===== src/rtl/spi_flash_xip_reader.sv =====
`default_nettype none
// +--------------------------------------------------------------------------+
// | spi_flash_xip_reader: mode-0 SPI master issuing a 03h read of one 32-bit |
// | word per request. Optional SPI_FLASH_XIP_BSWAP_EN byte-swaps the result. |
// | Revision: 1.0                                                            |
// +--------------------------------------------------------------------------+
module spi_flash_xip_reader #(
   parameter int         DIV = 2,
   parameter logic [7:0] CMD = 8'h03
) (
   input  logic        clock,
   input  logic        reset_n,
   input  logic        req_valid,
   output logic        req_ready,
   input  logic [23:0] req_addr,
   output logic        resp_valid,
   input  logic        resp_ready,
   output logic [31:0] resp_data,
   output logic        busy,
   output logic        sck,
   output logic        ss,
   output logic        mosi,
   input  logic        miso
);
   localparam logic [1:0] c_idle     = 2'd0;
   localparam logic [1:0] c_shift    = 2'd1;
   localparam logic [1:0] c_resp     = 2'd2;
   localparam logic [1:0] c_gap      = 2'd3;
   localparam logic [7:0] c_div_last = 8'(DIV - 1);

   logic [1:0]  r_state;
   logic [1:0]  w_next;
   logic [31:0] r_tx;
   logic [31:0] r_rx;
   logic [31:0] r_resp_data;
   logic [6:0]  r_n;
   logic [7:0]  r_div;
   logic        r_sck;
   logic        r_ss;
   logic        r_resp_valid;
   logic        w_div_exp;
   logic [31:0] w_word;

   assign w_div_exp = (r_div == c_div_last);

`ifdef SPI_FLASH_XIP_BSWAP_EN
   assign w_word = {r_rx[7:0], r_rx[15:8], r_rx[23:16], r_rx[31:24]};
`else
   assign w_word = r_rx;
`endif

   always_ff @(posedge clock or negedge reset_n) begin
      if (!reset_n) begin
         r_state <= c_idle;
      end else begin
         r_state <= w_next;
      end
   end

   always_comb begin
      w_next = r_state;
      case (r_state)
         c_idle:  if (req_valid) w_next = c_shift;
         c_shift: if (w_div_exp && r_sck && (r_n == 7'd63)) w_next = c_resp;
         c_resp:  if (resp_ready) w_next = c_gap;
         c_gap:   if (w_div_exp) w_next = c_idle;
         default: w_next = c_idle;
      endcase
   end

   always_comb begin
      req_ready = (r_state == c_idle);
      busy      = (r_state != c_idle);
   end

   // tx shifts in zeros, so mosi falls to 0 by itself for the data phase and idle
   always_ff @(posedge clock or negedge reset_n) begin
      if (!reset_n) begin
         r_tx         <= '0;
         r_rx         <= '0;
         r_resp_data  <= '0;
         r_n          <= '0;
         r_div        <= '0;
         r_sck        <= 1'b0;
         r_ss         <= 1'b1;
         r_resp_valid <= 1'b0;
      end else begin
         case (r_state)
            c_idle: begin
               if (req_valid) begin
                  r_tx  <= {CMD, req_addr};
                  r_n   <= '0;
                  r_div <= '0;
                  r_ss  <= 1'b0;
                  r_sck <= 1'b0;
               end
            end
            c_shift: begin
               if (!w_div_exp) begin
                  r_div <= r_div + 8'd1;
               end else begin
                  r_div <= '0;
                  if (!r_sck) begin
                     r_sck <= 1'b1;
                     if (r_n[5]) r_rx <= {r_rx[30:0], miso};
                  end else begin
                     r_sck <= 1'b0;
                     if (r_n == 7'd63) begin
                        r_ss         <= 1'b1;
                        r_resp_data  <= w_word;
                        r_resp_valid <= 1'b1;
                     end else begin
                        r_n  <= r_n + 7'd1;
                        r_tx <= {r_tx[30:0], 1'b0};
                     end
                  end
               end
            end
            c_resp: begin
               if (resp_ready) begin
                  r_resp_valid <= 1'b0;
                  r_div        <= '0;
               end
            end
            c_gap: begin
               if (!w_div_exp) r_div <= r_div + 8'd1;
            end
            default: ;
         endcase
      end
   end

   assign sck        = r_sck;
   assign ss         = r_ss;
   assign mosi       = r_tx[31];
   assign resp_valid = r_resp_valid;
   assign resp_data  = r_resp_data;

endmodule
`default_nettype wire


===== config.mk =====
export PLATFORM = sky130hd
export DESIGN_NAME = spi_flash_xip_reader
export DESIGN_NICKNAME = d
export VERILOG_FILES = /design/src/rtl/spi_flash_xip_reader.sv
export SDC_FILE = /design/constraint.sdc
export NUM_CORES = 1
export LEC_CHECK = 0
export CAP_MARGIN = 5
export CORE_MARGIN = 3
export CORE_UTILIZATION = 30
export DETAILED_ROUTE_END_ITERATION = 8
export PLACE_DENSITY_LB_ADDON = 0.3
export RECOVER_POWER = 100
export SETUP_SLACK_MARGIN = 0.4
export SLEW_MARGIN = 20
export SYNTH_ARGS = -nofsm -noshare
export SYNTH_HDL_FRONTEND = slang
export SYNTH_SLANG_ARGS = --single-unit

===== constraint.sdc =====
create_clock -name clock -period 4.3 [get_ports clock]
set_input_delay 0.86 -clock clock [delete_from_list [all_inputs] [get_ports clock]]
set_output_delay 0.86 -clock clock [all_outputs]
set_load 0.01 [all_outputs]

# Yosys cells after proc, flatten, opt, wreduce, memory -nomap -nowiden
# Index checks and enable logic that the tools add are counted.
# word_totals
out_inout_bits,38
register_bits,116
in_bits,29
elab_cells,70
# op_classes
n_reduce_logical,14
n_bitwise,1
eq_ne,14
add_sub_neg,2
muxes,30
# ops
op,count
$mux W32,4
$pmux W32 S2,1
$mux W8,4
$pmux W8 S4,1
$mux W7,4
$ne A2 B2 Y1 const B,9
$reduce_and A5 Y1,3
$pmux W7 S2,1
$reduce_and A4 Y1,3
$add A8 B1 Y8 const B,1
$eq A8 B1 Y1 const B,1
$mux W2,4
$pmux W2 S4,1
$add A7 B1 Y7 const B,1
$eq A7 B6 Y1 const B,1
$mux W1,7
$pmux W1 S2,3
$reduce_and A3 Y1,2
$reduce_bool A2 Y1,3
$eq A2 B2 Y1 const B,2
$eq A2 B1 Y1 const B,1
$logic_and A1 B1 Y1,2
$logic_not A2 Y1,1
$not A1 Y1,1

# Depth between registers and ports, before layout
# Gate-level depths: netlist (run 1).
# logic_depth
depth_word,5
ltp_mapped,10
ltp_nobuf,7

# Least setup slack after synthesis (run 1)
# No wires, ideal clock.
# synth_timing
path_kind,reg2reg
from,reg r_n[0]
to,reg r_resp_data[0] (netlist: resp_data[0])
required_time_ns,4.175
setup_time_ns,0.125
n_path_buf,2
synth_period_minus_slack_ns,2.128
t_arrival_ns,2.003
path_stages_with_launch,8
path_slack_ns,2.172
cell_sequence,dfrtp_1 -> ha_1 -> nand3_2 -> or3_4 -> or3_1 -> buf_6 -> buf_12 -> mux2_4
# synth_between
elab_chain_cells,2
# synth_lines
element,line,rtl
"start, declared",36,logic [6:0] r_n;
"start signal, assigned",113,r_n <= r_n + 7'd1;
$eq A7 B6 Y1,108,if (r_n == 7'd63) begin
$reduce_and A4 Y1 (no source line),n/a,
"end signal, assigned",110,r_resp_data <= w_word;
"end, declared",35,logic [31:0] r_resp_data;
# No other way between the ends.
# A chain may end at the register's enable or synchronous reset.

# Worst setup path in the final report (run 1)
# layout_timing
from,reg r_state[1]
to,reg r_n[0]
# layout_between
elab_chain_cells,3
word_cells_on_any_way,9
classes_between,5 x eq/ne; 1 x mux; 3 x reduce/logical
# layout_lines
element,line,rtl
"start, declared",31,logic [1:0] r_state;
"start signal, assigned",54,r_state <= c_idle;
"start signal, assigned",56,r_state <= w_next;
$eq A2 B1 Y1 / $logic_not A2 Y1 (equally long branches),88,case (r_state)
$ne A2 B2 Y1 (no source line) / $reduce_bool A2 Y1 (equally long branches),n/a,
$reduce_and A5 Y1 (no source line),n/a,
# Parallel ways exist; a longest one is shown, timed or not.

==> results of run 1 <==
through the flow:
stage	util	worst slack, ns	hold slack, ns	area [um^2]
floorplan	-	2.17	0.450	5100
global placement	0.359	1.64	0.463	5970
detailed placement	0.359	1.61	0.472	5970
CTS	0.397	1.59	0.484	6610
global route	0.389	0.908	0.507	6470
finish	0.389	1.18	0.477	6470
synthesized netlist by cell type, drive strengths merged, types with 2 or more instances:
library cell | n | share of area
a21boi | 2 | 0.0029
a21oi | 5 | 0.0049
a22o | 11 | 0.019
a22oi | 2 | 0.0029
a31oi | 2 | 0.0025
buf | 12 | 0.021
clkbuf | 6 | 0.0044
dfrtp | 115 | 0.56
ha | 7 | 0.017
inv | 11 | 0.0081
mux2 | 67 | 0.17
mux2i | 24 | 0.047
nand2 | 38 | 0.028
nand2b | 2 | 0.0025
nand3 | 8 | 0.0088
nand4 | 3 | 0.0037
nor2 | 12 | 0.0088
nor3 | 3 | 0.0029
o21ai | 33 | 0.032
o31ai | 3 | 0.0044
or3 | 4 | 0.0059
xnor2 | 2 | 0.0034
xor2 | 2 | 0.0034
layer usage:
metal  part of all wire  global-route usage
met1               0.49               0.149
met2               0.44               0.164
met3              0.054              0.0385
met4              0.012              0.0454
met5                  0                   0
final cells by class:
class                           instances  share of cell area
Sequential cell                       116               0.449
Timing Repair Buffer                   70               0.106
Clock inverter                         14              0.0309
Clock buffer                           18              0.0678
Inverter                               11             0.00638
Multi-Input combinational cell        246               0.298
Tap cell                              220              0.0425
power groups by stage:
stage / logic (uW) / clock network [uW] / registers [uW]
detailed placement: 800 / 0 / 1350
floorplan: 581 / 0 / 1320
global placement: 765 / 0 / 1350
global route: 893 / 1590 / 1350
finish: 773 / 1500 / 1340
CTS: 802 / 1540 / 1340
worst register-to-register path: stages, from the launching register on:
cell	delay, ns
dfrtp_1	0.41
inv_1	0.09
ha_1	0.34
buf_4	0.48
mux2_1	0.33
o41a_1	0.23
o21ai_4	0.06
clkbuf_2	0.54
mux2_2	0.52
cells by family after synthesis:
logic type | after synthesis | share of synthesized area
xor gates and xnor gates | 4 | 0.00687
DFF | 116 | 0.569
adders and majority gates | 7 | 0.0172
buffers and inverters | 29 | 0.0338
AOI/OAI and AO/OA | 67 | 0.0846
and+or+nand+nor | 77 | 0.0716
muxes | 91 | 0.217
how the worst min path moves through the flow:
stage | start | to | slack [ns] | depth (start not counted)
6_report | reset_n | resp_data[5] | 0.48 | 1
5_1_grt | resp_data[25] | resp_data[25] | 0.51 | 1
4_1_cts | r_tx[23] | r_tx[23] | 0.48 | 2
3_5_place_dp | r_tx[23] | r_tx[23] | 0.47 | 2
3_3_place_gp | r_tx[20] | r_tx[20] | 0.46 | 2
2_1_floorplan | r_tx[10] | r_tx[10] | 0.45 | 2
cell usage in the layout (no fill, tap or decap), types with 3 or more instances in the layout:
master,Yosys,routed
nor2_1,12,11
clkbuf_16,0,17
mux2i_1,24,24
mux2_1,0,30
a22o_1,11,11
clkdlybuf4s50_1,0,26
dlygate4sd3_1,0,39
mux2_2,37,36
bufinv_16,0,4
nand4_1,3,3
nand3_1,7,7
o31ai_1,3,3
clkinvlp_4,0,3
or3_1,3,3
nor3_1,3,3
inv_1,11,11
a21oi_1,5,5
buf_4,0,3
dfrtp_1,115,115
o21ai_0,33,32
nand2_1,38,38
ha_1,7,7
clkinv_4,0,4
registers in the layout, summed over array words and instances (netlist names):
name and cells:
r_rx 32, r_tx 32, resp_data 32, r_div 8, r_n 7, r_state 2, resp_valid 1, sck 1
ss 1
==> impl_metrics.csv, run 1 <==
group,metric,value,unit
clock_tree,cts_resized,0,
setup_path,rr_startpoint,"r_state[1]",
clock_tree,numCtsBuffers,17,
power_and_ir_drop,pwr-share-clk,0.416,
detailed_routing,drc_errors,0,
timing,finalCriticalPeriod,3.12,ns
yosys,syn_inst,391,
clock_tree,cts_tree,"built",
yosys,yosysSeqAreaShare,0.569,
die,fp.dieH,136,um
timing,grt_setup_unrepaired,"false",
setup_path,crit_cells,8,
grt,grt_usage,0.111,
power_and_ir_drop,combPwrFrac,0.214,
yosys,async_reset_ff_frac,1.00,
placement,portBuffers,66,
detailed_routing,dr.pass1.iters,5,
power_and_ir_drop,vdd_ir_drop_max,0.298,mV
timing,setup_tns,0,ns
job,maxCapViolations,2,
power_and_ir_drop,p_total,3610,uW
setup_path,cp.required,4.59,ns
grt,first_global_vias,3343,
detailed_routing,vias,3212,
clock_tree,root_buffer,"clkbuf_16",
clock_tree,holdBufCountCts,0,
setup_path,crit_path_max_fanout,58,
grt,grt.overflow.total,0,
setup_path,cp-end-kind,"flip-flop",
detailed_routing,wire_per_inst,13.7,um
setup_path,r2r-end,"r_n[0]",
power_and_ir_drop,p_int,2530,uW
status,violations,"max-capacitance violations, max-slew violations",
placement,dp.cells,663,
yosys,syn_area,5100,um^2
power_and_ir_drop,swShare,0.299,
clock_tree,clkSlewWorstSetupHoldPaths,0.06,ns
placement,place_congestion,0.721,
timing,hold_violations,0,
die,fp.dieArea,18600,um^2
die,coreArea,16600,um^2
setup_path,path_delay_family,"buffers and inverters",
setup_path,path_buf_inv,3,
layout,antenna_cells,0,
setup_path,startpoint_type,"flip-flop",
timing,worst_pin_slew,1.56,ns
timing,period_share,0.726,
yosys,synth-edff-count,0,
layout,nNetsFinal,498,
layout,drive_gt1_frac,0.168,
clock_tree,clk_path_buf_depth,2,
timing,finalSetupViolations,0,
yosys,synth_warnings,0,
setup_path,crit_end,"r_n[0]",
worst_hold_path,hp-class,"primary input to async pin",
layout,syn2layout_area_growth,26.8,%
yosys,avgSynthCellArea,13.1,um^2
die,fp-row-count,47,
power_and_ir_drop,powerDensity,558,nW/um^2
layout,multi_input_area,1930,um^2
layout,nFillCells,1607,
power_and_ir_drop,p_seq_frac,0.370,
timing,fin_skew,0.00943,ns
detailed_routing,wl,9.54,mm
clock_tree,clk_latency,0.41,ns
timing,relSlewSlack,-0.0389,
yosys,ys_dominant_reg_cell,"dfrtp_1",
setup_path,worst_ep_arrival_time,3.41,ns
timing,fmax,320,MHz
clock_tree,cts_sinks,116,
grt,grt_pass1_wl,16.4,mm
yosys,syn-num-nets,427,
setup_path,cp_cell_sequence,"inv_1 > ha_1 > buf_4 > mux2_1 > o41a_1 > o21ai_4 > clkbuf_2 > mux2_2",
power_and_ir_drop,p_leak,0.00311,uW
status,outcome,"finished with violations",
clock_tree,cts_setup_buffers,0,
layout,final_cells,695,
yosys,ys_ff_latch,116,
yosys,ys_types,46,
power_and_ir_drop,p_sw,1080,uW
clock_tree,cts_max_level,4,
die,start_util,0.307,
layout,regArea,2900,um^2
grt,grt_max_degree,66,
setup_path,critPathMaxStageDelay,0.54,ns
detailed_routing,routed_via_density,4.62,
die,ios,67,
grt,antenna_found_initial,0,
die,die_w,136,um
timing,final-max-slew-violation-count,99,
detailed_routing,drtAntennaViolNets,0,
setup_path,startpoint,"r_state[1]",
setup_path,worstRegToRegCells,8,
setup_path,criticalPathCategory,"flip-flop to flip-flop",
setup_path,cp_slowest_cell,"clkbuf_2",
detailed_routing,drt-initial-drc-count,130,
placement,dp_hpwl,6.37,mm
setup_path,reg2reg_slack,1.18,ns
Power figures use the tool's default switching activity.
==> run 2: changes to the inputs <==
clock period = 2.9 ns   (was 4.3 ns; I/O delays follow)
==> impl_metrics.csv, run 2 (synthesis gave the netlist of run 1 again) <==
group,metric,value,unit
status,outcome,"completed",
clock_tree,numCtsBuffers,17,
detailed_routing,dr_wl_met3,561,um
power_and_ir_drop,p_seq_frac,0.386,
grt,grt_max_degree,67,
setup_path,critPathMaxStageDelay,0.51,ns
power_and_ir_drop,powerDensity,799,nW/um^2
layout,nNetsFinal,501,
timing,final-max-slew-violation-count,0,
layout,final_common_cell,"dfrtp_1",
clock_tree,cts_max_level,4,
job,maxCapViolations,0,
detailed_routing,wirelength_met1,4.81,mm
detailed_routing,drt-initial-drc-count,207,
layout,nFillCells,1568,
worst_hold_path,hp-class,"primary input to async pin",
detailed_routing,wl,9.93,mm
clock_tree,cts_sinks,116,
clock_tree,clk_path_buf_depth,2,
grt,first_global_vias,3318,
setup_path,crit_path_max_fanout,32,
timing,relSlewSlack,0.169,
die,fp.dieH,136,um
setup_path,startpoint,"r_n[0]",
power_and_ir_drop,p_sw,1700,uW
setup_path,startpoint_type,"flip-flop",
layout,layout_common_cells,"dfrtp_1, nand2_1, dlygate4sd3_1",
grt,grt.overflow.total,0,
power_and_ir_drop,p_leak,0.00308,uW
timing,fmax,405,MHz
power_and_ir_drop,combPwrFrac,0.236,
timing,finalSetupViolations,0,
setup_path,cp-end-kind,"flip-flop",
die,fp-row-count,47,
setup_path,cp_slowest_cell,"or3_2",
clock_tree,clkSlewWorstSetupHoldPaths,0.06,ns
placement,place_congestion,0.790,
power_and_ir_drop,swShare,0.332,
grt,grt_usage,0.116,
layout,antenna_cells,0,
clock_tree,clk_latency,0.42,ns
die,coreArea,16600,um^2
timing,hold_violations,0,
grt,antenna_found_initial,0,
setup_path,worst_ep_arrival_time,2.76,ns
power_and_ir_drop,p_int,3420,uW
detailed_routing,dr.pass1.iters,4,
die,ios,67,
detailed_routing,drc_errors,0,
timing,grt_setup_unrepaired,"false",
clock_tree,cts_tree,"built",
detailed_routing,wire_per_inst,14.2,um
power_and_ir_drop,vdd_ir_drop_max,0.434,mV
detailed_routing,vias,3277,
detailed_routing,routed.top_layer,"met4",
clock_tree,root_buffer,"clkbuf_16",
detailed_routing,wl_met2,4.44,mm
setup_path,cp.required,3.19,ns
detailed_routing,drtAntennaViolNets,0,
timing,period_share,0.851,
timing,worst_pin_slew,1.25,ns
setup_path,r2r-end,"resp_data[28]",
setup_path,path_buf_inv,1,
detailed_routing,routed_via_density,4.69,
layout,drive_gt1_frac,0.172,
die,die_w,136,um
timing,hold_slack,0.416,ns
setup_path,worstRegToRegCells,6,
timing,setup_tns,0,ns
layout,syn2layout_area_growth,25.7,%
timing,fin_skew,0.00984,ns
setup_path,reg2reg_slack,0.43,ns
placement,portBuffers,66,
setup_path,criticalPathCategory,"flip-flop to flip-flop",
die,start_util,0.307,
clock_tree,holdBufCountCts,0,
setup_path,cp_cell_sequence,"ha_1 > nand3_1 > or3_1 > or3_2 > buf_6 > mux2_1",
layout,final_cells,698,
power_and_ir_drop,pwr-share-clk,0.378,
placement,dp_hpwl,6.26,mm
setup_path,rr_startpoint,"r_n[0]",
clock_tree,cts_setup_buffers,0,
placement,dp.cells,665,
die,fp.dieArea,18600,um^2
setup_path,path_delay_family,"simple AND/OR/NAND/NOR gates",
grt,grt_pass1_wl,16.8,mm
timing,finalCriticalPeriod,2.47,ns
## run 2: area by class of cell
class	count	area, um^2	share of cell area
Timing Repair Buffer	72	702	0.109
Inverter	11	41.3	0.00644
Tap cell	220	275	0.0429
Sequential cell	116	2900	0.453
Multi-Input combinational cell	247	1940	0.303
Clock inverter	14	119	0.0185
Clock buffer	18	429	0.0669
## run 2: stage by stage
stage / area, um^2 / utilization / power, uW / setup slack [ns]
after floorplan: 5100 / - / 2820 / 0.772
after global placement: 5990 / 0.360 / 3130 / 0.465
after detailed placement: 5990 / 0.360 / 3190 / 0.323
after CTS: 6550 / 0.394 / 5210 / 0.418
after global routing: 6410 / 0.385 / 5450 / 0.264
final: 6410 / 0.385 / 5120 / 0.433
## run 2: what timing repair did
action                     4_1_cts  5_1_grt
setup endpoints to repair       26       33
hold endpoints to repair         0        0
cloned                           1        0
pin swaps                        1        0
gates resized for setup          1        2
## run 2: worst max path at each step
stage / endpoint / slack, ns / cells past startpoint
CTS: resp_data[28] / 0.42 / 6
global route: r_tx[22] / 0.26 / 6
finish: resp_data[28] / 0.43 / 6
global placement: resp_data[15] / 0.47 / 6
detailed placement: r_tx[16] / 0.32 / 5
floorplan: resp_data[0] / 0.77 / 7
## run 2: per-layer routing
metal | up-vias | track usage
met5 | - | 0
met2 | 89 | 0.168
met3 | 12 | 0.0459
met4 | 0 | 0.0426
li1 | 1560 | -
met1 | 1616 | 0.155
## run 2: worst register-to-register path, stage by stage (launching register included)
cell,delay [ns]
dfrtp_1,0.39
ha_1,0.22
nand3_1,0.17
or3_1,0.48
or3_2,0.51
buf_6,0.22
mux2_1,0.36
## run 2: power by group through the flow
stage,registers [uW],clock network [uW],logic (uW)
3_3_place_gp,1990,0,1130
3_5_place_dp,2000,0,1190
5_1_grt,2000,2070,1370
6_report,1980,1940,1210
4_1_cts,1980,1990,1250
2_1_floorplan,1960,0,861
